`src/rtl/muldiv_pkg.sv`:
```
`default_nettype none
// ============================================================================
// Module   : muldiv_pkg
// Brief    : Shared op/state encodings and iteration constants for muldiv_seq.
// Revision : 1.0
// ============================================================================
package muldiv_pkg;

    localparam int MD_ITER  = 32;
    localparam int MD_CNT_W = $clog2(MD_ITER);

    typedef enum logic [1:0] {
        MD_MULT  = 2'b00,
        MD_MULTU = 2'b01,
        MD_DIV   = 2'b10,
        MD_DIVU  = 2'b11
    } md_op_e;

    typedef enum logic [2:0] {
        ST_IDLE = 3'd0,
        ST_PREP = 3'd1,
        ST_RUN  = 3'd2,
        ST_FIX  = 3'd3,
        ST_DONE = 3'd4
    } md_state_e;

    function automatic logic md_is_signed(input md_op_e op);
        return (op == MD_MULT) || (op == MD_DIV);
    endfunction

    function automatic logic md_is_div(input md_op_e op);
        return (op == MD_DIV) || (op == MD_DIVU);
    endfunction

endpackage
`default_nettype wire

```
`src/rtl/muldiv_if.sv`:
```
`default_nettype none
// ============================================================================
// Module   : muldiv_if
// Brief    : Request/result bundle between Control and the muldiv_seq unit.
// Revision : 1.0
// ============================================================================
interface muldiv_if;
    import muldiv_pkg::*;

    logic        start;
    md_op_e      op;
    logic [31:0] a_in;
    logic [31:0] b_in;
    logic        busy;
    logic        done;
    logic        div_zero;
    logic [31:0] hi;
    logic [31:0] lo;

    modport master (
        output start, op, a_in, b_in,
        input  busy, done, div_zero, hi, lo
    );

    modport slave (
        input  start, op, a_in, b_in,
        output busy, done, div_zero, hi, lo
    );

endinterface
`default_nettype wire

```
`src/rtl/muldiv_step.sv`:
```
`default_nettype none
// ============================================================================
// Module   : muldiv_step
// Brief    : One shift-add multiply or restoring shift-subtract divide step.
//            Divide datapath present only when MULDIV_DIV_EN is defined.
// Revision : 1.0
// ============================================================================
module muldiv_step
    import muldiv_pkg::*;
(
    input  wire logic        i_is_div,
    input  wire logic [31:0] i_acc_hi,
    input  wire logic [31:0] i_acc_lo,
    input  wire logic [31:0] i_opnd,
    output logic      [31:0] o_acc_hi,
    output logic      [31:0] o_acc_lo
);

    // Multiply: {acc_hi, acc_lo} holds partial product over remaining multiplier bits.
    logic [32:0] w_mul_sum;
    assign w_mul_sum = i_acc_lo[0] ? ({1'b0, i_acc_hi} + {1'b0, i_opnd})
                                   : {1'b0, i_acc_hi};

`ifdef MULDIV_DIV_EN
    logic [32:0] w_div_shl;
    logic [32:0] w_div_diff;
    logic        w_div_ok;

    // Remainder < divisor, so the shifted value fits 33 bits and a set bit 32 means borrow.
    assign w_div_shl  = {i_acc_hi, i_acc_lo[31]};
    assign w_div_diff = w_div_shl - {1'b0, i_opnd};
    assign w_div_ok   = ~w_div_diff[32];

    always_comb begin
        if (i_is_div) begin
            o_acc_hi = w_div_ok ? w_div_diff[31:0] : w_div_shl[31:0];
            o_acc_lo = {i_acc_lo[30:0], w_div_ok};
        end else begin
            o_acc_hi = w_mul_sum[32:1];
            o_acc_lo = {w_mul_sum[0], i_acc_lo[31:1]};
        end
    end
`else
    logic w_unused_is_div;
    assign w_unused_is_div = i_is_div;
    assign o_acc_hi        = w_mul_sum[32:1];
    assign o_acc_lo        = {w_mul_sum[0], i_acc_lo[31:1]};
`endif

endmodule
`default_nettype wire

```
`src/rtl/muldiv_seq.sv`:
```
`default_nettype none
// ============================================================================
// Module   : muldiv_seq
// Brief    : Sequential 32x32 MULT/MULTU/DIV/DIVU unit with HI/LO registers.
//            DIV/DIVU supported only when MULDIV_DIV_EN is defined.
// Revision : 1.0
// ============================================================================
module muldiv_seq
    import muldiv_pkg::*;
(
    input  wire logic Clk,
    input  wire logic reset,
    muldiv_if.slave   bus
);

    localparam logic [MD_CNT_W-1:0] C_LAST_ITER = MD_CNT_W'(MD_ITER - 1);
    localparam logic [MD_CNT_W-1:0] C_CNT_ONE   = MD_CNT_W'(1);

    md_state_e            r_state;
    md_op_e               r_op;
    logic [31:0]          r_a;
    logic [31:0]          r_b;
    logic [31:0]          r_acc_hi;
    logic [31:0]          r_acc_lo;
    logic [31:0]          r_opnd;
    logic [MD_CNT_W-1:0]  r_cnt;
    logic                 r_neg_res;
    logic                 r_neg_rem;
    logic [31:0]          r_hi;
    logic [31:0]          r_lo;
    logic                 r_busy;
    logic                 r_done;
    logic                 r_div_zero;

    logic                 w_start_ok;
    logic                 w_is_div;
    logic                 w_is_signed;
    logic [31:0]          w_mag_a;
    logic [31:0]          w_mag_b;
    logic [31:0]          w_step_hi;
    logic [31:0]          w_step_lo;
    logic [63:0]          w_prod;
    logic [31:0]          w_res_hi;
    logic [31:0]          w_res_lo;

`ifdef MULDIV_DIV_EN
    assign w_start_ok = bus.start;
    assign w_is_div   = md_is_div(r_op);
`else
    assign w_start_ok = bus.start & ~md_is_div(bus.op);
    assign w_is_div   = 1'b0;
`endif

    assign w_is_signed = md_is_signed(r_op);
    // Negating 0x80000000 yields 0x80000000, which is the correct unsigned magnitude.
    assign w_mag_a     = (w_is_signed && r_a[31]) ? -r_a : r_a;
    assign w_mag_b     = (w_is_signed && r_b[31]) ? -r_b : r_b;

    muldiv_step u_step (
        .i_is_div (w_is_div),
        .i_acc_hi (r_acc_hi),
        .i_acc_lo (r_acc_lo),
        .i_opnd   (r_opnd),
        .o_acc_hi (w_step_hi),
        .o_acc_lo (w_step_lo)
    );

    always_comb begin
        w_prod   = r_neg_res ? -{r_acc_hi, r_acc_lo} : {r_acc_hi, r_acc_lo};
        w_res_hi = w_prod[63:32];
        w_res_lo = w_prod[31:0];
        if (w_is_div) begin
            w_res_lo = r_neg_res ? -r_acc_lo : r_acc_lo;
            w_res_hi = r_neg_rem ? -r_acc_hi : r_acc_hi;
        end
    end

    always_ff @(posedge Clk) begin
        if (reset) begin
            r_state    <= ST_IDLE;
            r_op       <= MD_MULT;
            r_a        <= '0;
            r_b        <= '0;
            r_acc_hi   <= '0;
            r_acc_lo   <= '0;
            r_opnd     <= '0;
            r_cnt      <= '0;
            r_neg_res  <= 1'b0;
            r_neg_rem  <= 1'b0;
            r_hi       <= '0;
            r_lo       <= '0;
            r_busy     <= 1'b0;
            r_done     <= 1'b0;
            r_div_zero <= 1'b0;
        end else begin
            r_done     <= 1'b0;
            r_div_zero <= 1'b0;
            unique case (r_state)
                ST_IDLE, ST_DONE: begin
                    if (w_start_ok) begin
                        r_op    <= bus.op;
                        r_a     <= bus.a_in;
                        r_b     <= bus.b_in;
                        r_busy  <= 1'b1;
                        r_state <= ST_PREP;
                    end else begin
                        r_state <= ST_IDLE;
                    end
                end
                ST_PREP: begin
                    r_cnt <= '0;
                    if (w_is_div && (r_b == 32'd0)) begin
                        r_busy     <= 1'b0;
                        r_done     <= 1'b1;
                        r_div_zero <= 1'b1;
                        r_state    <= ST_DONE;
                    end else begin
                        r_acc_hi  <= '0;
                        r_acc_lo  <= w_mag_a;
                        r_opnd    <= w_mag_b;
                        r_neg_res <= w_is_signed & (r_a[31] ^ r_b[31]);
                        r_neg_rem <= w_is_signed & r_a[31];
                        r_state   <= ST_RUN;
                    end
                end
                ST_RUN: begin
                    r_acc_hi <= w_step_hi;
                    r_acc_lo <= w_step_lo;
                    r_cnt    <= r_cnt + C_CNT_ONE;
                    if (r_cnt == C_LAST_ITER) begin
                        r_state <= ST_FIX;
                    end
                end
                ST_FIX: begin
                    r_hi    <= w_res_hi;
                    r_lo    <= w_res_lo;
                    r_busy  <= 1'b0;
                    r_done  <= 1'b1;
                    r_state <= ST_DONE;
                end
                default: begin
                    r_busy  <= 1'b0;
                    r_state <= ST_IDLE;
                end
            endcase
        end
    end

    assign bus.busy     = r_busy;
    assign bus.done     = r_done;
    assign bus.div_zero = r_div_zero;
    assign bus.hi       = r_hi;
    assign bus.lo       = r_lo;

endmodule
`default_nettype wire

```
`src/flat_wrapper.sv`:
```
// flat-port wrapper written by rule: the top's interface ports become plain ports
module muldiv_seq_flat import muldiv_pkg::*;
  (Clk, reset, bus_start, bus_op, bus_a_in, bus_b_in, bus_busy, bus_done, bus_div_zero, bus_hi, bus_lo);
  muldiv_if bus_i ();
  input  wire logic Clk;
  input  wire logic reset;
  input wire logic [$bits(bus_i.start)-1:0] bus_start;
  input wire logic [$bits(bus_i.op)-1:0] bus_op;
  input wire logic [$bits(bus_i.a_in)-1:0] bus_a_in;
  input wire logic [$bits(bus_i.b_in)-1:0] bus_b_in;
  output wire logic [$bits(bus_i.busy)-1:0] bus_busy;
  output wire logic [$bits(bus_i.done)-1:0] bus_done;
  output wire logic [$bits(bus_i.div_zero)-1:0] bus_div_zero;
  output wire logic [$bits(bus_i.hi)-1:0] bus_hi;
  output wire logic [$bits(bus_i.lo)-1:0] bus_lo;
  assign bus_i.start = bus_start;
  assign bus_i.op = bus_op;
  assign bus_i.a_in = bus_a_in;
  assign bus_i.b_in = bus_b_in;
  assign bus_busy = bus_i.busy;
  assign bus_done = bus_i.done;
  assign bus_div_zero = bus_i.div_zero;
  assign bus_hi = bus_i.hi;
  assign bus_lo = bus_i.lo;
  muldiv_seq u_core (.Clk(Clk), .reset(reset), .bus(bus_i));
endmodule
```
`config.mk`:
```
export PLATFORM = sky130hd
export DESIGN_NAME = muldiv_seq_flat
export DESIGN_NICKNAME = d
export VERILOG_FILES = /design/src/rtl/muldiv_pkg.sv /design/src/rtl/muldiv_if.sv /design/src/rtl/muldiv_step.sv /design/src/rtl/muldiv_seq.sv /design/src/flat_wrapper.sv
export SDC_FILE = /design/constraint.sdc
export NUM_CORES = 1
export LEC_CHECK = 0
export CAP_MARGIN = 25
export CORE_MARGIN = 4
export CORE_UTILIZATION = 30
export CTS_CLUSTER_SIZE = 24
export DETAILED_ROUTE_END_ITERATION = 16
export RECOVER_POWER = 50
export SLEW_MARGIN = 20
export SYNTH_ARGS = -nofsm -noshare
export SYNTH_HDL_FRONTEND = slang
export SYNTH_SLANG_ARGS = --single-unit
```
`constraint.sdc`:
```
create_clock -name Clk -period 4.9 [get_ports Clk]
set_input_delay 0.49 -clock Clk [delete_from_list [all_inputs] [get_ports Clk]]
set_output_delay 0.49 -clock Clk [all_outputs]
set_load 0.02 [all_outputs]
```
# [Word-level counts from Yosys, hierarchy flattened]
# Cells that the tools add are included.
[classes] addsub=5 n_eq_ne=10 muxes=13 bitwise=5 reduce_logical=11
[op_table] op="$pmux W32 S2" count=2
[op_table] op="$mux W32" count=2
[op_table] op="$mux W64" count=1
[op_table] op="$neg A32 Y32" count=2
[op_table] op="$neg A64 Y64" count=1
[op_table] op="$add A32 B32 Y33" count=1
[op_table] op="$mux W33" count=1
[op_table] op="$pmux W3 S4" count=1
[op_table] op="$pmux W5 S2" count=1
[op_table] op="$eq A2 B2 Y1 const B" count=3
[op_table] op="$eq A3 B2 Y1 const B" count=2
[op_table] op="$add A5 B1 Y5 const B" count=1
[op_table] op="$eq A5 B5 Y1 const B" count=1
[op_table] op="$ne A2 B1 Y1 const B" count=2
[op_table] op="$reduce_and A2 Y1" count=2
[op_table] op="$reduce_or A2 Y1" count=2
[op_table] op="$eq A3 B1 Y1 const B" count=1
[op_table] op="$eq A3 B3 Y1 const B" count=1
[op_table] op="$logic_not A3 Y1" count=1
[op_table] op="$mux W1" count=3
[op_table] op="$mux W3" count=1
[op_table] op="$and A1 B1 Y1" count=2
[op_table] op="$logic_and A1 B1 Y1" count=2
[op_table] op="$logic_not A2 Y1" count=1
[op_table] op="5 further kinds" count=7
[totals] regBits=237 input_bits=69 out_inout_bits=67 wordCells=57

# [Depth between registers and ports, before layout]
# Gate-level depths: netlist of the first run.
[depth] word_depth=6 ltp_mapped=11 depth_no_buf=11

# [Hierarchy]
# From an unflattened synthesis of the first run, not the netlist that was laid out.
[hier_totals] hier_cells=1757 area_unflattened_um2=13738.2
[by_module_without_submodules] mod="muldiv_seq" n_inst=1 cells_each=1390 area_per_inst_um2=11178.2 seq_area_each_um2=4724.5
[by_module_without_submodules] mod="muldiv_step" n_inst=1 cells_each=367 area_per_inst_um2=2560.0 seq_area_each_um2=0.0

# [Least setup slack after synthesis of the first run]
# OpenSTA, ideal clock, no wires.
[synth_path] path_kind="register to register" from="register u_core.r_acc_lo[10]" to="register u_core.r_hi[10] (netlist: u_core.bus.hi[10])" setup_ns=0.086 arrival_ns=2.817 t_required_ns=4.814 setup_slack_ns=1.997 path_stages_with_launch=8 n_path_buf=0 period_less_slack_ns=2.903 cell_sequence="dfxtp_1 > or4_4 > or4_4 > or4_4 > or3_4 > o31ai_2 > xor2_1 > a211oi_1"
[synth_via] elab_chain_len=2
[synth_rtl] element="start: declaration" line_no="muldiv_seq.sv:24" source="logic [31:0] r_acc_lo;"
[synth_rtl] element="start signal: assignment" line_no="muldiv_seq.sv:119" source="r_acc_lo <= w_mag_a;"
[synth_rtl] element="start signal: assignment" line_no="muldiv_seq.sv:128" source="r_acc_lo <= w_step_lo;"
[synth_rtl] element="$neg A64 Y64" line_no="muldiv_seq.sv:69" source="w_prod = r_neg_res ? -{r_acc_hi, r_acc_lo} : {r_acc_hi, r_acc_lo};"
[synth_rtl] element="$mux W64" line_no="muldiv_seq.sv:69"
[synth_rtl] element="end signal: assignment" line_no="muldiv_seq.sv:135" source="r_hi <= w_res_hi;"
[synth_rtl] element="end: declaration" line_no="muldiv_seq.sv:29" source="logic [31:0] r_hi;"
# No other way between the ends.
# A chain may end at the register's enable or synchronous reset.

# [Final worst setup path of the first run]
[layout_path] from="register u_core.r_state[1]" to="register u_core.r_acc_hi[12]"
[layout_via] elab_chain_len=2 elab_cells_between_ends=4 cone_classes="2 x eq/ne; 1 x mux; 1 x reduce/logical"
[layout_rtl] element="start: declaration" line_no="muldiv_seq.sv:19" source="md_state_e r_state;"
[layout_rtl] element="start signal: assignment" line_no="muldiv_seq.sv:80" source="r_state <= ST_IDLE;"
[layout_rtl] element="start signal: assignment" line_no="muldiv_seq.sv:105" source="r_state <= ST_PREP;"
[layout_rtl] element="start signal: assignment" line_no="muldiv_seq.sv:107" source="r_state <= ST_IDLE;"
[layout_rtl] element="$eq A3 B2 Y1 or $eq A3 B1 Y1 (tied branches)" line_no="muldiv_seq.sv:98" source="unique case (r_state)"
[layout_rtl] element="$pmux W32 S2 or $reduce_bool A2 Y1 (tied branches)"
[layout_rtl] element="end signal: assignment" line_no="muldiv_seq.sv:127" source="r_acc_hi <= w_step_hi;"
[layout_rtl] element="end: declaration" line_no="muldiv_seq.sv:23" source="logic [31:0] r_acc_hi;"
# Parallel ways exist; a longest one is shown, timed or not.

==> impl_metrics.py, run 1 <==
metrics = {
    "clock_tree": {
        "numClockSinks": 236,
        "cts_tree": "yes",
        "cts_hold_buf": 0,
        "cts_max_level": 1,
        "cts_setup_buffers": 0,
        "root_buffer": "clkbuf_16",
        "ctsResizeCount": 0,
        "cts_buffer_depth": 3,
        "numCtsBuffers": 26,
        "clk_pin_slew_ps": 60,
        "clk_latency_ps": 540,
    },
    "yosys": {
        "synth_top_cells_by_count": "236 x dfxtp_1, 229 x nand2_1, 187 x nor2_1, 147 x a21oi_1, 105 x clkbuf_1",
        "ys_top_cells_by_area": "dfxtp_1 37%, nand2_1 6.8%, xor2_1 6.1%",
        "syn_nets": 1694,
        "avgSynthCellArea_um2": 7.97,
        "ys_seq_area_share_pct": 37.4,
        "synth_warnings": 0,
        "synth_most_common_cell": "dfxtp_1",
        "yosysTopAreaCell": "dfxtp_1",
        "synth_area_um2": 12600,
        "netlist_instances": 1587,
        "synth.top_cell.area_share_pct": 37.4,
        "synth_edf_count": 0,
        "synthArstFlopShare_pct": 0,
        "ys_types": 70,
        "ys_ff_latch": 236,
        "synth_top_flop_cell": "dfxtp_1",
    },
    "placed_design": {
        "dp_hpwl_mm": 29.5,
        "pre_cts_slack_ps": 1770,
        "gp_congestion": 0.909,
        "port_buffers": 134,
    },
    "sta": {
        "fin_tns_setup_ps": 0,
        "slew_headroom_pct": -56.2,
        "finalCritPeriodShare_pct": 76.8,
        "finalClockSkew_ps": 12.5,
        "hold_ws_ps": 449,
        "slew_viol_final": 52,
        "period_needed_ps": 3760,
        "max_freq_mhz": 266,
        "rsz0062_at_grt": "no",
        "setup_ws_ps": 1140,
        "hold_viol_final": 0,
        "worstMarginPinSlew_ps": 2340,
        "setup_viol": 0,
    },
    "floorplanning": {
        "die_h_um": 213,
        "coreArea_um2": 41200,
        "num_rows": 74,
        "num_io_pins": 136,
        "fp.dieW_um": 213,
        "die_area_um2": 45500,
        "start_util_pct": 30.7,
    },
    "job": {
        "max_cap_violations": 1,
    },
    "drt": {
        "drt_iter0_drc": 1034,
        "met2_length_mm": 16.3,
        "viasPerCell": 5.37,
        "routed-via-count": 11800,
        "drt-wirelength-per-cell_um": 17.7,
        "drt-met1-wl_mm": 19.1,
        "ant_nets": 0,
        "wl_met3_mm": 2.85,
        "drt_drc_violations_left": 0,
        "highest_layer": "met4",
        "dr.pass1.iters": 6,
        "wirelength_mm": 38.9,
    },
    "critical_path": {
        "crit_arrival_ps": 4230,
        "cp-start-kind": "flip-flop",
        "critPathRequiredTime_ps": 5370,
        "crit_type": "reg -> reg",
        "path_max_fanout": 51,
        "cp-end-kind": "flip-flop",
    },
    "global_route": {
        "grt_pass1_vias": 11100,
        "grt.total_usage_pct": 16.5,
        "antenna_found_initial": 0,
        "grt-ovfl-total": 0,
        "grt_max_degree": 113,
        "grt_pass1_wl_mm": 61.7,
    },
    "power_and_ir_drop": {
        "power.share.clock_pct": 42.4,
        "p_leak_uw": 0.00571,
        "netSwitchingPower_uw": 1250,
        "p_seq_share_pct": 44.8,
        "p_per_area_nw_per_um2": 300,
        "internal_power_uw": 3300,
        "switching_share_pct": 27.5,
        "peakVddDrop_uv": 220,
        "comb_power_share_pct": 12.8,
    },
    "cells_and_area": {
        "nets": 1757,
        "area_growth_syn_to_layout_pct": 20.0,
        "drive_above_1_share_pct": 4.67,
        "finish.utilization_pct": 36.8,
        "antennaDiodeCount": 0,
    },
    "hold_path": {
        "hp-class": "reg -> reg",
    },
    "run_status": {
        "status": "finished, violations left",
        "violations": "max-capacitance violations, max-slew violations",
    },
}
## power by group through the flow
stage | combinational (uW) | clock, uW | sequential [uW]
5_1_grt | 648 | 2050 | 2040
3_5_place_dp | 582 | 0 | 2080
6_report | 582 | 1930 | 2040
3_3_place_gp | 572 | 0 | 2080
2_1_floorplan | 409 | 0 | 2060
4_1_cts | 585 | 1970 | 2040
## cell usage in the layout, fill, tap and decap left out, drive strengths merged, types with 10 or more instances in the layout
master,n
dfxtp,236
nand2,229
nor2,187
a21oi,147
xor2,88
a211oi,71
clkdlybuf4s50,67
o21ai,67
dlygate4sd3,66
xnor2,51
clkbuf,41
ha,37
a222oi,32
o31ai,31
nor3,27
inv,26
a22oi,20
or3,20
nand3,18
o22ai,16
o41ai,16
nand4,14
a21o,14
nand2b,10
nor2b,10
a31oi,10
nor4,10
buf,10
or4,10
## cell families after synthesis
kind of cell | count (synthesis) | share of synthesized area, %
xor+xnor | 139 | 9.63
buf+inv | 137 | 4.10
simple gates | 565 | 20.0
mux | 9 | 0.713
other cells | 1 | 0.0297
compound gates | 462 | 24.3
fa+ha+maj | 38 | 3.82
flops | 236 | 37.4
## sequential cells by signal (all words and copies together) (netlist names)
name,cells
u_core.bus.lo,32
u_core.bus.hi,32
u_core.bus.busy,1
u_core.bus.done,1
u_core.r_a,32
u_core.r_cnt,5
u_core.r_state,3
u_core.r_op,1
u_core.r_b,32
u_core.r_acc_lo,32
u_core.r_acc_hi,32
u_core.r_opnd,32
u_core.r_neg_res,1
## worst paths after layout
| kind | start | slack, ps | cells past startpoint | end |
|---|---|---|---|---|
| max reg2reg | u_core.r_state[1] | 1140 | 5 | u_core.r_acc_hi[12] |
| min | u_core.bus.lo[18] | 450 | 2 | u_core.bus.lo[18] |
| max | u_core.r_state[1] | 1140 | 5 | u_core.r_acc_hi[12] |
| min reg2reg | u_core.bus.lo[18] | 450 | 2 | u_core.bus.lo[18] |
## layout make-up
class,count,area [um2]
fillers,4255,26000
multi-input cells,1214,7410
flip-flops and latches,236,4730
repair buffers,146,1430
clock buffers,38,736
well taps,532,666
clock inverters,10,104
inverters,26,97.6
## stage by stage
step	cell area, um2	total power (uW)	instances
4_1_cts	15200	4590	2202
5_1_grt	15200	4740	2202
3_5_place_dp	14300	2660	2154
3_3_place_gp	14300	2650	2153
6_report	15200	4550	2202
2_1_floorplan	12600	2460	1587
## metal layers
metal / GRT usage (%) / up-vias
li1: - / 5842
met1: 25.2 / 5576
met2: 24.3 / 366
met3: 2.67 / 45
met4: 3.62 / 0
met5: 0 / -
## worst max-delay path, cell delays in order, from the launching register on
cell      delay [ps]
dfxtp_1          460
nand2b_1         280
a21o_1           640
clkbuf_1        1740
a222oi_1         400
nor2_1           170
No activity file was read; power rests on OpenSTA's default activity.
==> run 2, diff against run 1 <==
- clock period: 4.9 -> 3.9 ns (I/O delays scaled with it)
==> impl_metrics.py, run 2 (synthesis gave the netlist of run 1 again) <==
metrics = {
    "drt": {
        "drt_iter0_drc": 871,
        "routed-via-count": 11800,
        "wirelength_mm": 39.5,
        "drt-wirelength-per-cell_um": 17.9,
        "dr.pass1.iters": 6,
        "drt_drc_violations_left": 0,
        "ant_nets": 0,
        "viasPerCell": 5.35,
    },
    "run_status": {
        "status": "finished, violations left",
        "violations": "max-capacitance violations, max-slew violations",
    },
    "clock_tree": {
        "root_buffer": "clkbuf_16",
        "cts_setup_buffers": 0,
        "cts_tree": "yes",
        "cts_max_level": 1,
        "numCtsBuffers": 27,
        "clk_pin_slew_ps": 60,
        "numClockSinks": 236,
        "cts_buffer_depth": 3,
        "ctsResizeCount": 0,
        "clk_latency_ps": 560,
        "cts_hold_buf": 0,
    },
    "critical_path": {
        "ff2ff_path_depth": 7,
        "cp-start-kind": "flip-flop",
        "rrSetupSlack_ps": 740,
        "path_max_fanout": 8,
        "r2r_end": "u_core.bus.hi[29]",
        "crit_arrival_ps": 3500,
        "r2r_start": "u_core.r_acc_lo[10]",
        "crit_type": "reg -> reg",
        "cp-end-kind": "flip-flop",
        "crit_path_end": "u_core.bus.hi[29]",
        "critPathRequiredTime_ps": 4240,
        "crit_start": "u_core.r_acc_lo[10]",
    },
    "sta": {
        "hold_ws_ps": 275,
        "finalClockSkew_ps": 25.2,
        "worstMarginPinSlew_ps": 1740,
        "finalCritPeriodShare_pct": 80.9,
        "hold_viol_final": 0,
        "slew_headroom_pct": -16.1,
        "setup_viol": 0,
        "slew_viol_final": 180,
        "setup_ws_ps": 743,
        "rsz0062_at_grt": "no",
        "period_needed_ps": 3160,
        "fin_tns_setup_ps": 0,
        "max_freq_mhz": 317,
    },
    "placed_design": {
        "pre_cts_slack_ps": 820,
        "port_buffers": 134,
        "gp_congestion": 0.856,
        "dp_hpwl_mm": 29.4,
    },
    "global_route": {
        "grt.total_usage_pct": 16.7,
        "antenna_found_initial": 0,
        "grt-ovfl-total": 0,
        "grt_max_degree": 126,
        "grt_pass1_vias": 11000,
        "grt_pass1_wl_mm": 61.9,
    },
    "cells_and_area": {
        "nets": 1767,
        "final_common_cell": "dfxtp_1",
        "antennaDiodeCount": 0,
        "finish.utilization_pct": 37.3,
        "final_cell_mix": "235 x dfxtp_1, 229 x nand2_1, 186 x nor2_1, 147 x a21oi_1, 88 x xor2_1",
        "area_growth_syn_to_layout_pct": 21.7,
        "drive_above_1_share_pct": 5.65,
    },
    "floorplanning": {
        "num_rows": 74,
        "coreArea_um2": 41200,
        "die_h_um": 213,
        "fp.dieW_um": 213,
        "die_area_um2": 45500,
        "start_util_pct": 30.7,
        "num_io_pins": 136,
    },
    "hold_path": {
        "hp-class": "in -> reg",
    },
    "job": {
        "max_cap_violations": 2,
    },
    "power_and_ir_drop": {
        "p_leak_uw": 0.00584,
        "peakVddDrop_uv": 287,
        "p_per_area_nw_per_um2": 394,
    },
}
[run 2: how the worst min path moves through the flow]
stage,start,depth (start not counted),end,slack (ps)
after floorplan,u_core.r_opnd[0],2,u_core.r_opnd[0],440
after global placement,u_core.bus.lo[24],2,u_core.bus.lo[24],440
after detailed placement,u_core.bus.hi[16],2,u_core.bus.hi[16],450
after CTS,reset,2,u_core.r_acc_lo[13],280
after global routing,reset,2,u_core.r_acc_lo[13],290
final,reset,2,u_core.r_acc_lo[13],280
[run 2: per-layer routing]
layer / track usage, % / share of wire [%] / vias up / wire [um]
li1: - / - / 5860 / -
met2: 24.5 / 42 / 338 / 16500
met4: 3.82 / 1.9 / 0 / 744
met5: 0 / 0 / - / 0
met3: 2.81 / 7.0 / 46 / 2750
met1: 25.5 / 49 / 5588 / 19500
[run 2: cell type report]
| type | instances | area [um2] |
|---|---|---|
| clock buffers | 40 | 815 |
| clock inverters | 9 | 163 |
| fillers | 4259 | 25800 |
| inverters | 26 | 97.6 |
| multi-input cells | 1214 | 7410 |
| flip-flops and latches | 236 | 4730 |
| well taps | 532 | 666 |
| repair buffers | 155 | 1510 |
[run 2: through the flow]
step                power [uW]  instance area [um2]  instances
floorplan                 3100                12600       1587
global placement          3340                14400       2162
detailed placement        3350                14400       2162
CTS                       6120                15400       2211
global route              6300                15400       2212
finish                    6060                15400       2212
[run 2: critical path, stage by stage (launching register included)]
cell,delay (ps)
dfxtp_1,370
or4_4,570
or4_4,490
nor4_4,590
nand3_1,270
o41ai_1,360
xor2_1,210
a211oi_1,90
[run 2: report_power, final]
group	switching (uW)	internal, uW
clock	1050	1710
combinational	462	285
sequential	77.4	2480
total	1590	4470
==> run 3, diff against run 2 <==
- clock period: 3.9 -> 3.18 ns (I/O delays scaled with it)
==> impl_metrics.py, run 3 (synthesis gave the netlist of run 1 again) <==
metrics = {
    "cells_and_area": {
        "final_cells": 2234,
        "drive_above_1_share_pct": 7.05,
        "nets": 1790,
        "final_common_cell": "dfxtp_1",
        "final_cell_mix": "235 x dfxtp_1, 228 x nand2_1, 184 x nor2_1, 147 x a21oi_1, 133 x clkdlybuf4s50_1",
        "area_growth_syn_to_layout_pct": 22.7,
        "antennaDiodeCount": 0,
    },
    "critical_path": {
        "crit_arrival_ps": 3490,
        "cp-end-kind": "flip-flop",
        "r2r_end": "u_core.bus.hi[10]",
        "crit_path_end": "u_core.bus.hi[10]",
        "crit_start": "u_core.r_acc_lo[11]",
        "cp-start-kind": "flip-flop",
        "critPathRequiredTime_ps": 3650,
        "ff2ff_path_depth": 7,
        "path_max_fanout": 6,
        "r2r_start": "u_core.r_acc_lo[11]",
        "crit_type": "reg -> reg",
        "rrSetupSlack_ps": 170,
    },
    "drt": {
        "dr.pass1.iters": 7,
        "drt_iter0_drc": 1281,
        "drt-wirelength-per-cell_um": 17.5,
        "ant_nets": 0,
        "drt_drc_violations_left": 0,
        "routed-via-count": 11800,
        "viasPerCell": 5.29,
        "wirelength_mm": 39.1,
    },
    "sta": {
        "worstMarginPinSlew_ps": 1290,
        "rsz0062_at_grt": "yes",
        "finalClockSkew_ps": 32.8,
        "setup_viol": 0,
        "max_freq_mhz": 332,
        "fin_tns_setup_ps": 0,
        "slew_viol_final": 0,
        "finalCritPeriodShare_pct": 94.8,
        "slew_headroom_pct": 13.8,
        "hold_viol_final": 0,
        "period_needed_ps": 3010,
    },
    "floorplanning": {
        "start_util_pct": 30.7,
        "die_h_um": 213,
        "fp.dieW_um": 213,
        "coreArea_um2": 41200,
        "num_io_pins": 136,
        "num_rows": 74,
        "die_area_um2": 45500,
    },
    "clock_tree": {
        "clk_pin_slew_ps": 70,
        "cts_max_level": 1,
        "numClockSinks": 236,
        "numCtsBuffers": 26,
        "cts_tree": "yes",
        "clk_latency_ps": 550,
        "root_buffer": "clkbuf_16",
        "cts_buffer_depth": 3,
    },
    "run_status": {
        "status": "completed",
    },
    "power_and_ir_drop": {
        "p_total_uw": 7230,
        "peakVddDrop_uv": 330,
        "p_per_area_nw_per_um2": 466,
        "p_leak_uw": 0.00569,
    },
    "global_route": {
        "grt_max_degree": 140,
        "grt-ovfl-total": 0,
        "grt_pass1_wl_mm": 61.2,
        "grt.total_usage_pct": 16.4,
        "grt_pass1_vias": 11000,
        "antenna_found_initial": 0,
    },
    "placed_design": {
        "numPlacedInstances": 2186,
        "dp_hpwl_mm": 29.7,
        "port_buffers": 134,
        "gp_congestion": 0.880,
    },
    "hold_path": {
        "hp-class": "in -> reg",
        "holdCritStartpoint": "reset",
    },
    "job": {
        "max_cap_violations": 0,
    },
}
-- run 3: cell count changes in the layout (fill, tap and decap cells not counted), sizes merged --
| cell | before | now |
|---|---|---|
| bufinv | 4 | 3 |
| clkdlybuf4s50 | 67 | 133 |
| clkinvlp | 1 | 2 |
| clkbuf | 43 | 38 |
| buf | 19 | 43 |
| clkinv | 4 | 6 |
| inv | 26 | 27 |
| dlygate4sd3 | 66 | 0 |
-- run 3: critical path, cell delays in order (launching register included) --
cell      delay, ps
dfxtp_1         370
or4_4           560
or4_4           490
or4_4           560
or3_4           410
o31ai_2         240
xor2_1           90
a211oi_1        220
-- run 3: power by group --
group,internal [uW],switching (uW),total (uW)
Combinational,375,574,948
Sequential,3040,92.9,3130
Clock,1890,1270,3160
-- run 3: repair_timing --
item	CTS	global route
setup buffers	0	1
hold buffers	0	0
gates resized for setup	0	3
setup endpoints to repair	0	2
-- run 3: routing by layer --
metal  track usage, %  up-vias  wire length (um)
met4             3.64        0               765
li1                 -     5908                 -
met2             24.0      352             16200
met5                0        -                 0
met1             25.6     5507             19600
met3             2.42       48              2560
-- run 3: cell type report --
type	instances	area, um2
Fill cell	4230	25700
Sequential cell	236	4730
Multi-Input combinational cell	1214	7420
Clock inverter	12	159
Inverter	26	97.6
Tap cell	532	666
Timing Repair Buffer	179	1700
Clock buffer	35	744
-- run 3: how the worst min path moves through the flow --
stage / cells after the start / to
floorplan: 2 / u_core.r_opnd[0]
global placement: 2 / u_core.bus.lo[18]
detailed placement: 2 / u_core.bus.hi[27]
CTS: 2 / u_core.bus.hi[8]
global route: 2 / u_core.bus.hi[8]
finish: 2 / u_core.bus.hi[8]
-- run 3: metrics by stage --
stage	util (%)	hold slack [ps]	instance area (um2)	setup WS, ps
detailed placement	35.5	451	14600	121
global placement	35.5	440	14600	171
finish	37.6	167	15500	167
CTS	37.7	140	15500	98.0
global route	37.6	156	15500	-8.35
floorplan	-	441	12600	277
